File: config.mk
export PLATFORM = sky130hd
export DESIGN_NAME = imem_access_ctrl
export DESIGN_NICKNAME = d
export VERILOG_FILES = /design/src/rtl/imem_pkg.sv /design/src/rtl/imem_arb_rr_starve.sv /design/src/rtl/imem_access_ctrl.sv
export SDC_FILE = /design/constraint.sdc
export NUM_CORES = 1
export LEC_CHECK = 0
export ABC_AREA = 1
export BUFFER_PORTS_ARGS = -buffer_cell sky130_fd_sc_hd__buf_2
export CORE_AREA = 2 2 82 84
export DETAILED_ROUTE_END_ITERATION = 16
export DIE_AREA = 0 0 84 86
export PLACE_DENSITY = 0.91
export SKIP_CTS_REPAIR_TIMING = 1
export SYNTH_ARGS = -nofsm -noshare
export SYNTH_HDL_FRONTEND = slang
export SYNTH_SLANG_ARGS = --single-unit
File: constraint.sdc
create_clock -name clk -period 3.8 [get_ports clk]
set_clock_uncertainty 0.15 [all_clocks]
set_input_delay 0.57 -clock clk [delete_from_list [all_inputs] [get_ports clk]]
set_output_delay 0.57 -clock clk [all_outputs]
set_load 0.005 [all_outputs]
File: src/rtl/imem_pkg.sv
// rtl/imem_pkg.sv - shared types and constants for the instruction memory access controller
package imem_pkg;

    localparam int IMEM_ADDR_W  = 5;
    localparam int IMEM_DATA_W  = 32;
    localparam int IMEM_PC_W    = 64;
    localparam int BYTE_OFF_W   = 2;
    localparam int STARVE_CNT_W = 4;

    typedef enum logic {
        ST_BOOT = 1'b0,
        ST_RUN  = 1'b1
    } imem_state_e;

endpackage

File: src/rtl/imem_arb_rr_starve.sv
// rtl/imem_arb_rr_starve.sv - fetch-priority two-requester arbiter with loader starvation bound
module imem_arb_rr_starve
    import imem_pkg::*;
#(
    parameter int STARVE_MAX = 4
) (
    input  logic clk,
    input  logic rst,
    input  logic req_f,
    input  logic req_l,
    output logic gnt_f,
    output logic gnt_l
);

    logic [STARVE_CNT_W-1:0] starve_cnt_q;
    logic [STARVE_CNT_W-1:0] starve_cnt_d;
    logic                    starved;

    always_comb begin
        starved      = (starve_cnt_q >= STARVE_CNT_W'(STARVE_MAX));
        gnt_f        = req_f & ~(req_l & starved);
        gnt_l        = req_l & ~gnt_f;
        starve_cnt_d = starve_cnt_q;
        // Count only fetch wins that pushed a waiting loader aside
        if (!req_l || gnt_l) begin
            starve_cnt_d = '0;
        end else if (gnt_f) begin
            starve_cnt_d = starve_cnt_q + 1'b1;
        end
    end

    always_ff @(posedge clk or posedge rst) begin
        if (rst) begin
            starve_cnt_q <= '0;
        end else begin
            starve_cnt_q <= starve_cnt_d;
        end
    end

endmodule

File: src/rtl/imem_access_ctrl.sv
// rtl/imem_access_ctrl.sv - BOOT/RUN sequencer and port arbiter for the instruction memory
// Optional loader checksum/count outputs enabled by IMEM_LOAD_CHECKSUM_EN.
module imem_access_ctrl
    import imem_pkg::*;
#(
    parameter int ADDR_W     = IMEM_ADDR_W,
    parameter int DATA_W     = IMEM_DATA_W,
    parameter int PC_W       = IMEM_PC_W,
    parameter int STARVE_MAX = 4
) (
    input  logic              clk,
    input  logic              rst,
    input  logic              fetch_req,
    input  logic [PC_W-1:0]   fetch_pc,
    output logic              fetch_valid,
    output logic [DATA_W-1:0] fetch_instr,
    output logic              fetch_fault,
    output logic              cpu_stall,
    input  logic              ld_valid,
    output logic              ld_ready,
    input  logic [ADDR_W-1:0] ld_addr,
    input  logic [DATA_W-1:0] ld_data,
    input  logic              ld_done,
    output logic [ADDR_W-1:0] mem_addr,
    output logic              mem_we,
    output logic [DATA_W-1:0] mem_wdata,
    input  logic [DATA_W-1:0] mem_rdata,
`ifdef IMEM_LOAD_CHECKSUM_EN
    output logic [DATA_W-1:0] ld_checksum,
    output logic [ADDR_W:0]   ld_count,
`endif
    output logic              booted
);

    imem_state_e       state_q, state_d;
    logic              fetch_valid_q, fetch_valid_d;
    logic [DATA_W-1:0] fetch_instr_q, fetch_instr_d;
    logic              fetch_fault_q, fetch_fault_d;

    logic              run;
    logic              gnt_f;
    logic              gnt_l;
    logic              fetch_bad;
    logic [ADDR_W-1:0] fetch_word;

    assign run        = (state_q == ST_RUN);
    assign fetch_word = fetch_pc[ADDR_W+BYTE_OFF_W-1:BYTE_OFF_W];
    assign fetch_bad  = (|fetch_pc[BYTE_OFF_W-1:0]) | (|fetch_pc[PC_W-1:ADDR_W+BYTE_OFF_W]);

    imem_arb_rr_starve #(
        .STARVE_MAX (STARVE_MAX)
    ) u_arb (
        .clk   (clk),
        .rst   (rst),
        .req_f (fetch_req & run),
        .req_l (ld_valid & run),
        .gnt_f (gnt_f),
        .gnt_l (gnt_l)
    );

    always_comb begin
        state_d       = state_q;
        ld_ready      = 1'b0;
        mem_addr      = ld_addr;
        cpu_stall     = 1'b1;
        fetch_valid_d = 1'b0;
        fetch_fault_d = 1'b0;
        fetch_instr_d = fetch_instr_q;
        if (!run) begin
            ld_ready = ld_valid;
            // A write accepted alongside ld_done lands first; RUN follows once the stream is idle
            if (ld_done && !ld_valid) begin
                state_d = ST_RUN;
            end
        end else begin
            ld_ready  = gnt_l;
            cpu_stall = fetch_req & ~gnt_f;
            if (gnt_f) begin
                mem_addr      = fetch_word;
                fetch_valid_d = 1'b1;
                fetch_fault_d = fetch_bad;
                fetch_instr_d = fetch_bad ? '0 : mem_rdata;
            end
        end
        // Reset kills any in-flight strobe without waiting for the clock
        if (rst) begin
            ld_ready = 1'b0;
        end
    end

    assign mem_we      = ld_ready;
    assign mem_wdata   = ld_data;
    assign fetch_valid = fetch_valid_q;
    assign fetch_instr = fetch_instr_q;
    assign fetch_fault = fetch_fault_q;
    assign booted      = run;

    always_ff @(posedge clk or posedge rst) begin
        if (rst) begin
            state_q       <= ST_BOOT;
            fetch_valid_q <= 1'b0;
            fetch_instr_q <= '0;
            fetch_fault_q <= 1'b0;
        end else begin
            state_q       <= state_d;
            fetch_valid_q <= fetch_valid_d;
            fetch_instr_q <= fetch_instr_d;
            fetch_fault_q <= fetch_fault_d;
        end
    end

`ifdef IMEM_LOAD_CHECKSUM_EN
    localparam logic [ADDR_W:0] LD_COUNT_MAX = {1'b1, {ADDR_W{1'b0}}};

    logic [DATA_W-1:0] ld_checksum_q, ld_checksum_d;
    logic [ADDR_W:0]   ld_count_q, ld_count_d;

    always_comb begin
        ld_checksum_d = ld_checksum_q;
        ld_count_d    = ld_count_q;
        if (ld_ready) begin
            ld_checksum_d = ld_checksum_q ^ ld_data;
            if (ld_count_q != LD_COUNT_MAX) begin
                ld_count_d = ld_count_q + 1'b1;
            end
        end
    end

    always_ff @(posedge clk or posedge rst) begin
        if (rst) begin
            ld_checksum_q <= '0;
            ld_count_q    <= '0;
        end else begin
            ld_checksum_q <= ld_checksum_d;
            ld_count_q    <= ld_count_d;
        end
    end

    assign ld_checksum = ld_checksum_q;
    assign ld_count    = ld_count_q;
`endif

endmodule

# --- Word-level counts from Yosys, hierarchy flattened ---
# Index checks and enable logic that the tools add are counted.
totals:
  reg_bits: 39
  word_cells: 38
classes:
  add_sub_neg: 1
  magnitude_cmp: 1
  muxes: 14
  n_bitwise: 9
  reduce_logical: 8
ops:
  columns: ["op", "count"]
  rows:
  - ["$reduce_or 57->1", 1]
  - ["$mux 32", 1]
  - ["$mux 5", 2]
  - ["$mux 1", 9]
  - ["$mux 4", 2]
  - ["$and 1x1->1", 6]
  - ["$add 4x1->4 const B", 1]
  - ["$ge 4x3->1 const B", 1]
  - ["$logic_not 1->1", 2]
  - ["$not 1->1", 2]
  - ["$reduce_and 2->1", 1]
  - ["$reduce_bool 2->1", 1]
  - ["$reduce_or 2->1", 1]
  - ["$logic_and 1x1->1", 1]
  - ["$logic_or 1x1->1", 1]
  - ["$or 1x1->1", 1]

# --- Logic depth before layout (Yosys ltp) ---
# Gate-level depths: netlist of run 1.
depth:
  ltp_word: 8
  depth_mapped: 8

# --- By module ---
# Synthesis of run 1 repeated with hierarchy kept, for this count alone.
hier_totals:
  hier_cells: 322
  area_unflattened_um2: 2399.8
by_module_without_submodules:
  columns: ["mod", "instances", "cells_per_inst", "area_each_um2", "seq_area_each_um2"]
  rows:
  - ["imem_access_ctrl", 1, 299, 2209.6, 875.8]
  - ["imem_arb_rr_starve", 1, 23, 190.2, 100.1]

# --- Least setup slack after synthesis of run 1 ---
# OpenSTA, ideal clock, no wires.
synth_path:
  path_type: "input-to-output"
  startpoint: "input rst"
  endpoint: "output mem_we"
  arrival_time_ps: 1820
  path_slack_ps: 1260
  path_stages: 4
  n_path_buf: 1
  path_cell_list: "inv_1 nand2_1 nor2_1 buf_4"
synth_between:
  elab_chain_len: 1
synth_lines:
  columns: ["element", "line_no", "source"]
  rows:
  - ["from (decl)", "imem_access_ctrl.sv:12", "input logic rst,"]
  - ["$mux 1", "imem_access_ctrl.sv:86", "if (rst) begin"]
  - ["to (decl)", "imem_access_ctrl.sv:25", "output logic mem_we,"]
# Every way passes these cells.

# --- Final worst setup path of run 1 ---
layout_path:
  startpoint: "register u_arb.starve_cnt_q[2]"
  endpoint: "output cpu_stall"
layout_between:
  elab_chain_len: 7
layout_lines:
  columns: ["element", "line_no", "source"]
  rows:
  - ["from (decl)", "imem_arb_rr_starve.sv:15", "logic [STARVE_CNT_W-1:0] starve_cnt_q;"]
  - ["from (signal assigned)", "imem_arb_rr_starve.sv:36", "starve_cnt_q <= starve_cnt_d;"]
  - ["$ge 4x3->1", "imem_arb_rr_starve.sv:20", "starved = (starve_cnt_q >= STARVE_CNT_W'(STARVE_MAX));"]
  - ["$and 1x1->1", "imem_arb_rr_starve.sv:21", "gnt_f = req_f & ~(req_l & starved);"]
  - ["$not 1->1", "imem_arb_rr_starve.sv:21", null]
  - ["$and 1x1->1", "imem_arb_rr_starve.sv:21", null]
  - ["$not 1->1", "imem_access_ctrl.sv:77", "cpu_stall = fetch_req & ~gnt_f;"]
  - ["$and 1x1->1", "imem_access_ctrl.sv:77", null]
  - ["$mux 1", "imem_access_ctrl.sv:69", "if (!run) begin"]
  - ["to (decl)", "imem_access_ctrl.sv:18", "output logic cpu_stall,"]
# Every way passes these cells.

==> run metrics, run 1 <==
via count around 2300; final setup vio count 0; Die X 84 um; RR Endpoint fetch_instr[30]$_DFFE_PP0P_; worst setup path startpoint u_arb.starve_cnt_q[2]$_DFFE_PP0P_; largest net degree at the start of global routing 40; Slew @ Worst Pin 749 ps; area grow syn2layout 25.0%; Fillers about 650; WL final ~5.7 mm; Die Y 86 um; core occupancy in the finished layout between 40% and 50%; Final Hold Slack around 290 ps; Cells after Synth approximately 340; Post-Syn Area approximately 2400 sq um; setup TNS 0 ps; nets ~590; register bit count reported by yosys 39; sequential fraction of the synthesis area 41.3%; Min-Delay Path Class input pin to async pin; cell mode on critical path nand2_1; Setup CP Type flip-flop to output port; cts bufs inserted 5; reg2reg setup slack roughly 1900 ps; top-level port count about 210; Worst Setup End Kind output port; Critical-path top delay cell dfrtp_1; routability cong. between 0.7 and 0.8; status completed; port bufs roughly 150; reg2reg start u_arb.starve_cnt_q[2]$_DFFE_PP0P_; Overall Global Routing Usage 16.2%; first-pass GRT wire length roughly 9.7 mm; DRC errors left 0; leakage power between 1.5 and 2 nW; # diodes 0; core area 6280 sq um; post-detail-place hpwl 4.48 mm; R2R cell count 6; Tmin final between 2000 and 3000 ps; post-route cell area 2950 sq um; Bufs on Longest Clock Path 2; cells along the critical path o21ai_1 -> nand3_2 -> buf_4 -> nand2_1 -> nand2_1 -> buf_2; cell row count 29; Slowest Stage Delay on Critical Path approximately 400 ps; worst skew pair latency about 280 ps; Max-Cap Viols 0; Worst Path Arrival 1850 ps; TritonRoute pass-1 iters 4; Syn Nets 474; htree depth 2; Via density roughly 4.3; Worst-path clk slew about 80 ps; slew margin rel. between 40% and 50%; CP Capture Point cpu_stall; initial DRC count 70; placed cell area around 2900 sq um; Power Density approximately 270 nW/um^2; final hold viol count 0; Req. time, crit path 3080 ps; Netlist cell types 21; GRT overflow 0; max-slew violations 0; dpl cells about 520; CTS tree yes; die area 7220 sq um; Setup WS pre-CTS 1270 ps; Non-Filler Instances ~530; Root Buffer clkbuf_8; CP Launch Type flip-flop; Max Fclk approximately 390 MHz; initial antenna violation count 0; initial core utilization 37.6%; DR WL/cell roughly 11 um; worst path buffer plus inverter count 2; RSZ-0062 raised after global routing no; vias in the first global route between 2000 and 2500; family with the most delay on the worst path simple AND/OR/NAND/NOR gates; ANT nets after route 0; Worst path depth 6; Final period util about two thirds; maximum vdd ir drop between 0.1 and 0.15 mV; crit path max fanout 26; Mean Syn Cell Area 7.05 sq um; Worst Slack Setup Final 1230 ps; Final Power around 0.81 mW; CTS sink cnt 39; layout cells sized above 1 between 30% and 40%; Ys Warns 0
[cells by family after synthesis]
group,share of synthesized area (%)
simple gates,36.3
other cells,0.159
fa+ha+maj,0.530
buf+inv,20.6
flops,41.3
compound gates,0.742
xor+xnor,0.371
[worst min-delay path by stage]
stage / start / to / cells past startpoint
final: rst / fetch_instr[15]$_DFFE_PP0P_ / 3
after CTS: rst / fetch_instr[15]$_DFFE_PP0P_ / 3
after global placement: u_arb.starve_cnt_q[0]$_DFFE_PP0P_ / u_arb.starve_cnt_q[0]$_DFFE_PP0P_ / 1
after floorplan: u_arb.starve_cnt_q[0]$_DFFE_PP0P_ / u_arb.starve_cnt_q[0]$_DFFE_PP0P_ / 1
after global routing: u_arb.starve_cnt_q[0]$_DFFE_PP0P_ / u_arb.starve_cnt_q[0]$_DFFE_PP0P_ / 1
after detailed placement: u_arb.starve_cnt_q[0]$_DFFE_PP0P_ / u_arb.starve_cnt_q[0]$_DFFE_PP0P_ / 1
[per-layer routing]
metal | up-vias | routed length (um) | part of all wire, % | track usage (%)
li1 | 1188 | - | - | -
met1 | 1000 | 2490 | 43 | 18.8
met2 | 79 | 2840 | 50 | 29.8
met3 | 8 | 367 | 6.4 | 4.81
met4 | 0 | 31 | 0.54 | 3.23
met5 | - | 0 | 0 | 0
[Yosys cell counts]
library cell	number	area share (%)
o21ai_1	1	0.21
o21bai_1	1	0.32
ha_1	1	0.53
inv_1	35	5.6
nand2_2	1	0.27
buf_6	6	2.9
nor2_1	70	11
buf_4	33	10
nand2_1	100	16
nor2_4	1	0.48
inv_2	1	0.16
xnor2_1	1	0.37
nor2_2	1	0.27
nand3_2	1	0.42
buf_2	7	1.5
nand3_1	32	6.8
conb_1	1	0.16
nor2_8	1	0.85
nor3_1	1	0.21
a21oi_1	1	0.21
dfrtp_1	39	41
[report_power, final]
part	internal [mW]	leakage [nW]	switching [mW]	total, mW
sequential	0.418	0.534	0.000977	0.419
combinational	0.0608	1.35	0.0624	0.123
clock	0.129	0.0422	0.136	0.265
[final cells by class]
class	instances	area (sq um)	share of cell area, %
Sequential cell	39	976	33.1
Multi-Input combinational cell	214	900	30.5
Timing Repair Buffer	151	763	25.9
Inverter	36	135	4.58
Tap cell	77	96.3	3.26
Clock buffer	7	76.3	2.59
Clock inverter	1	5.00	0.170
[worst min-delay path: stages]
cell      delay [ps]
buf_2            100
clkinv_1          70
buf_4            430
[cells in the final DEF, fill, tap and decap left out]
cell type,n
a21oi_1,1
buf_2,148
buf_4,3
clkbuf_1,2
clkbuf_8,5
clkinv_1,1
clkinv_2,1
conb_1,1
dfrtp_1,39
ha_1,1
inv_1,34
inv_2,1
nand2_1,100
nand2_2,1
nand3_1,32
nand3_2,1
nor2_1,70
nor2_2,1
nor2_4,1
nor2_8,1
nor3_1,1
o21ai_1,1
o21bai_1,1
xnor2_1,1
[state kept, by name, summed over array words and instances, names as in the netlist]
name and cells:
fetch_fault 1, u_arb.starve_cnt_q 4, fetch_instr 32, fetch_valid 1, booted 1
Note: power is estimated with default switching activity, not from simulation.
==> run 2, diff against run 1 <==
Settings changed: CORE_AREA 2 2 82 84 to not set, CORE_MARGIN set to 2, CORE_UTILIZATION set to 34, DIE_AREA 0 0 84 86 to not set, PLACE_DENSITY 0.91 to 0.88.
Clock period 3.8 ns to 2.1 ns, I/O delays scaled along.
==> run metrics, run 2 (synthesized netlist as in run 1, its figures left out) <==
core area 6760 sq um (was 6280 sq um); ANT nets after route 0 (unchanged); largest net degree at the start of global routing 46 (was 40); Worst-path clk slew 80 ps (about the same); Min-Delay Path Class input pin to async pin (unchanged); Worst Path Arrival 1490 ps (was 1850 ps); layout cells sized above 1 36.7% (was 36.4%); die area 7630 sq um (was 7220 sq um); routability cong. 0.741 (was 0.714); core occupancy in the finished layout 44.2% (was 47.0%); port bufs 148 (unchanged); htree depth 2 (unchanged); initial antenna violation count 0 (unchanged); Max Fclk approximately 510 MHz; post-detail-place hpwl 4.50 mm (was 4.48 mm); Req. time, crit path 1630 ps (was 3080 ps); max-slew violations 0 (unchanged); WL final 5.83 mm (was 5.73 mm); Largest register FFs 32 (unchanged); top-level port count 213 (unchanged); Max-Cap Viols 0 (unchanged); leakage power 1.95 nW (was 1.93 nW); final setup vio count 0 (unchanged); TritonRoute pass-1 iters 4 (unchanged); commonest cells after routing, fill and taps aside 148 x buf_2, 100 x nand2_1, 70 x nor2_1 (unchanged); Overall Global Routing Usage 15.5% (was 16.2%); RSZ-0062 raised after global routing no (unchanged); initial DRC count 68 (was 70); worst skew pair latency 280 ps (about the same); final hold viol count 0 (unchanged); Power Density 514 nW/um^2 (was 273 nW/um^2); CTS tree yes (unchanged); Worst Setup End Kind output port (unchanged); vias in the first global route 2219 (was 2251); Die Y 87.3 um (was 86 um); crit path max fanout 45 (was 26); cts bufs inserted 5 (unchanged); maximum vdd ir drop 0.287 mV (was 0.150 mV); Via density 4.36 (was 4.33); Root Buffer clkbuf_8 (unchanged); reg2reg setup slack 610 ps (was 1940 ps); initial core utilization 34.9% (was 37.6%); CP Launch Type flip-flop (unchanged); status completed (unchanged); cell row count 30 (was 29); DR WL/cell 11.0 um (was 10.9 um); leading cell type in the layout, fill and taps excluded buf_2 (unchanged); via count 2307 (was 2275); area grow syn2layout 26.4% (was 25.0%); post-route cell area 2990 sq um (was 2950 sq um); setup TNS 0 ps (unchanged); placed cell area 2880 sq um (was 2870 sq um); Setup CP Type flip-flop to output port (unchanged); Bufs on Longest Clock Path 2 (unchanged); CTS sink cnt 39 (unchanged); first-pass GRT wire length 9.63 mm (was 9.68 mm); Final period util between 90 and 100%; GRT overflow 0 (unchanged); Tmin final approximately 2000 ps; nets 587 (was 586); DRC errors left 0 (unchanged); # diodes 0 (unchanged); Die X 87.3 um (was 84 um)
==> run 2: cell types whose count changed in the layout (fill, tap and decap cells not counted) <==
cell and delta:
buf_6 +1, clkbuf_1 -1, clkinv_2 -1, clkbuf_8 +2
==> run 2: worst max-delay path, stage by stage (launching register included) <==
cell and delay [ps]:
dfrtp_1 400, o21ai_1 180, nand3_2 130, buf_6 230, nand2_1 100, nand2_1 50, buf_2 120
==> run 2: through the flow <==
stage	hold slack [ps]	setup WS [ps]	cells	total power, mW
2_1_floorplan	260	69.7	335	0.920
3_3_place_gp	272	425	521	0.990
3_5_place_dp	287	340	521	0.997
4_1_cts	32.2	72.9	529	1.55
5_1_grt	75.2	68.4	529	1.62
6_report	20.1	149	529	1.53
==> run 2: final timing paths <==
path | from | endpoint | cells after the start
hold reg to reg | u_arb.starve_cnt_q[0]$_DFFE_PP0P_ | u_arb.starve_cnt_q[0]$_DFFE_PP0P_ | 1
hold / removal | rst | fetch_instr[11]$_DFFE_PP0P_ | 3
max in group asynchronous | rst | fetch_instr[30]$_DFFE_PP0P_ | 3
setup reg to reg | u_arb.starve_cnt_q[2]$_DFFE_PP0P_ | fetch_instr[27]$_DFFE_PP0P_ | 6
min in group clk | ld_done | booted$_DFF_PP0_ | 3
setup / recovery | u_arb.starve_cnt_q[2]$_DFFE_PP0P_ | mem_addr[3] | 6
==> run 2: report_power, final <==
part	switching, mW	internal [mW]	total (mW)	leakage, nW
clock network	0.251	0.300	0.551	0.0515
logic	0.115	0.111	0.226	1.36
registers	0.00146	0.755	0.757	0.534
==> run 2: cell type report <==
class                           instances  area [sq um]
Sequential cell                        39           976
Tap cell                               80           100
Fill cell                             703          3770
Clock buffer                            8           100
Multi-Input combinational cell        214           900
Inverter                               36           135
Timing Repair Buffer                  152           774
==> run 2: per-layer routing <==
| layer | track usage (%) | vias to the layer above | part of all wire, % |
|---|---|---|---|
| met5 | 0 | - | 0 |
| met4 | 3.64 | 0 | 0.27 |
| met3 | 4.45 | 2 | 7.2 |
| met2 | 27.9 | 82 | 51 |
| met1 | 18.1 | 1037 | 41 |
| li1 | - | 1186 | - |
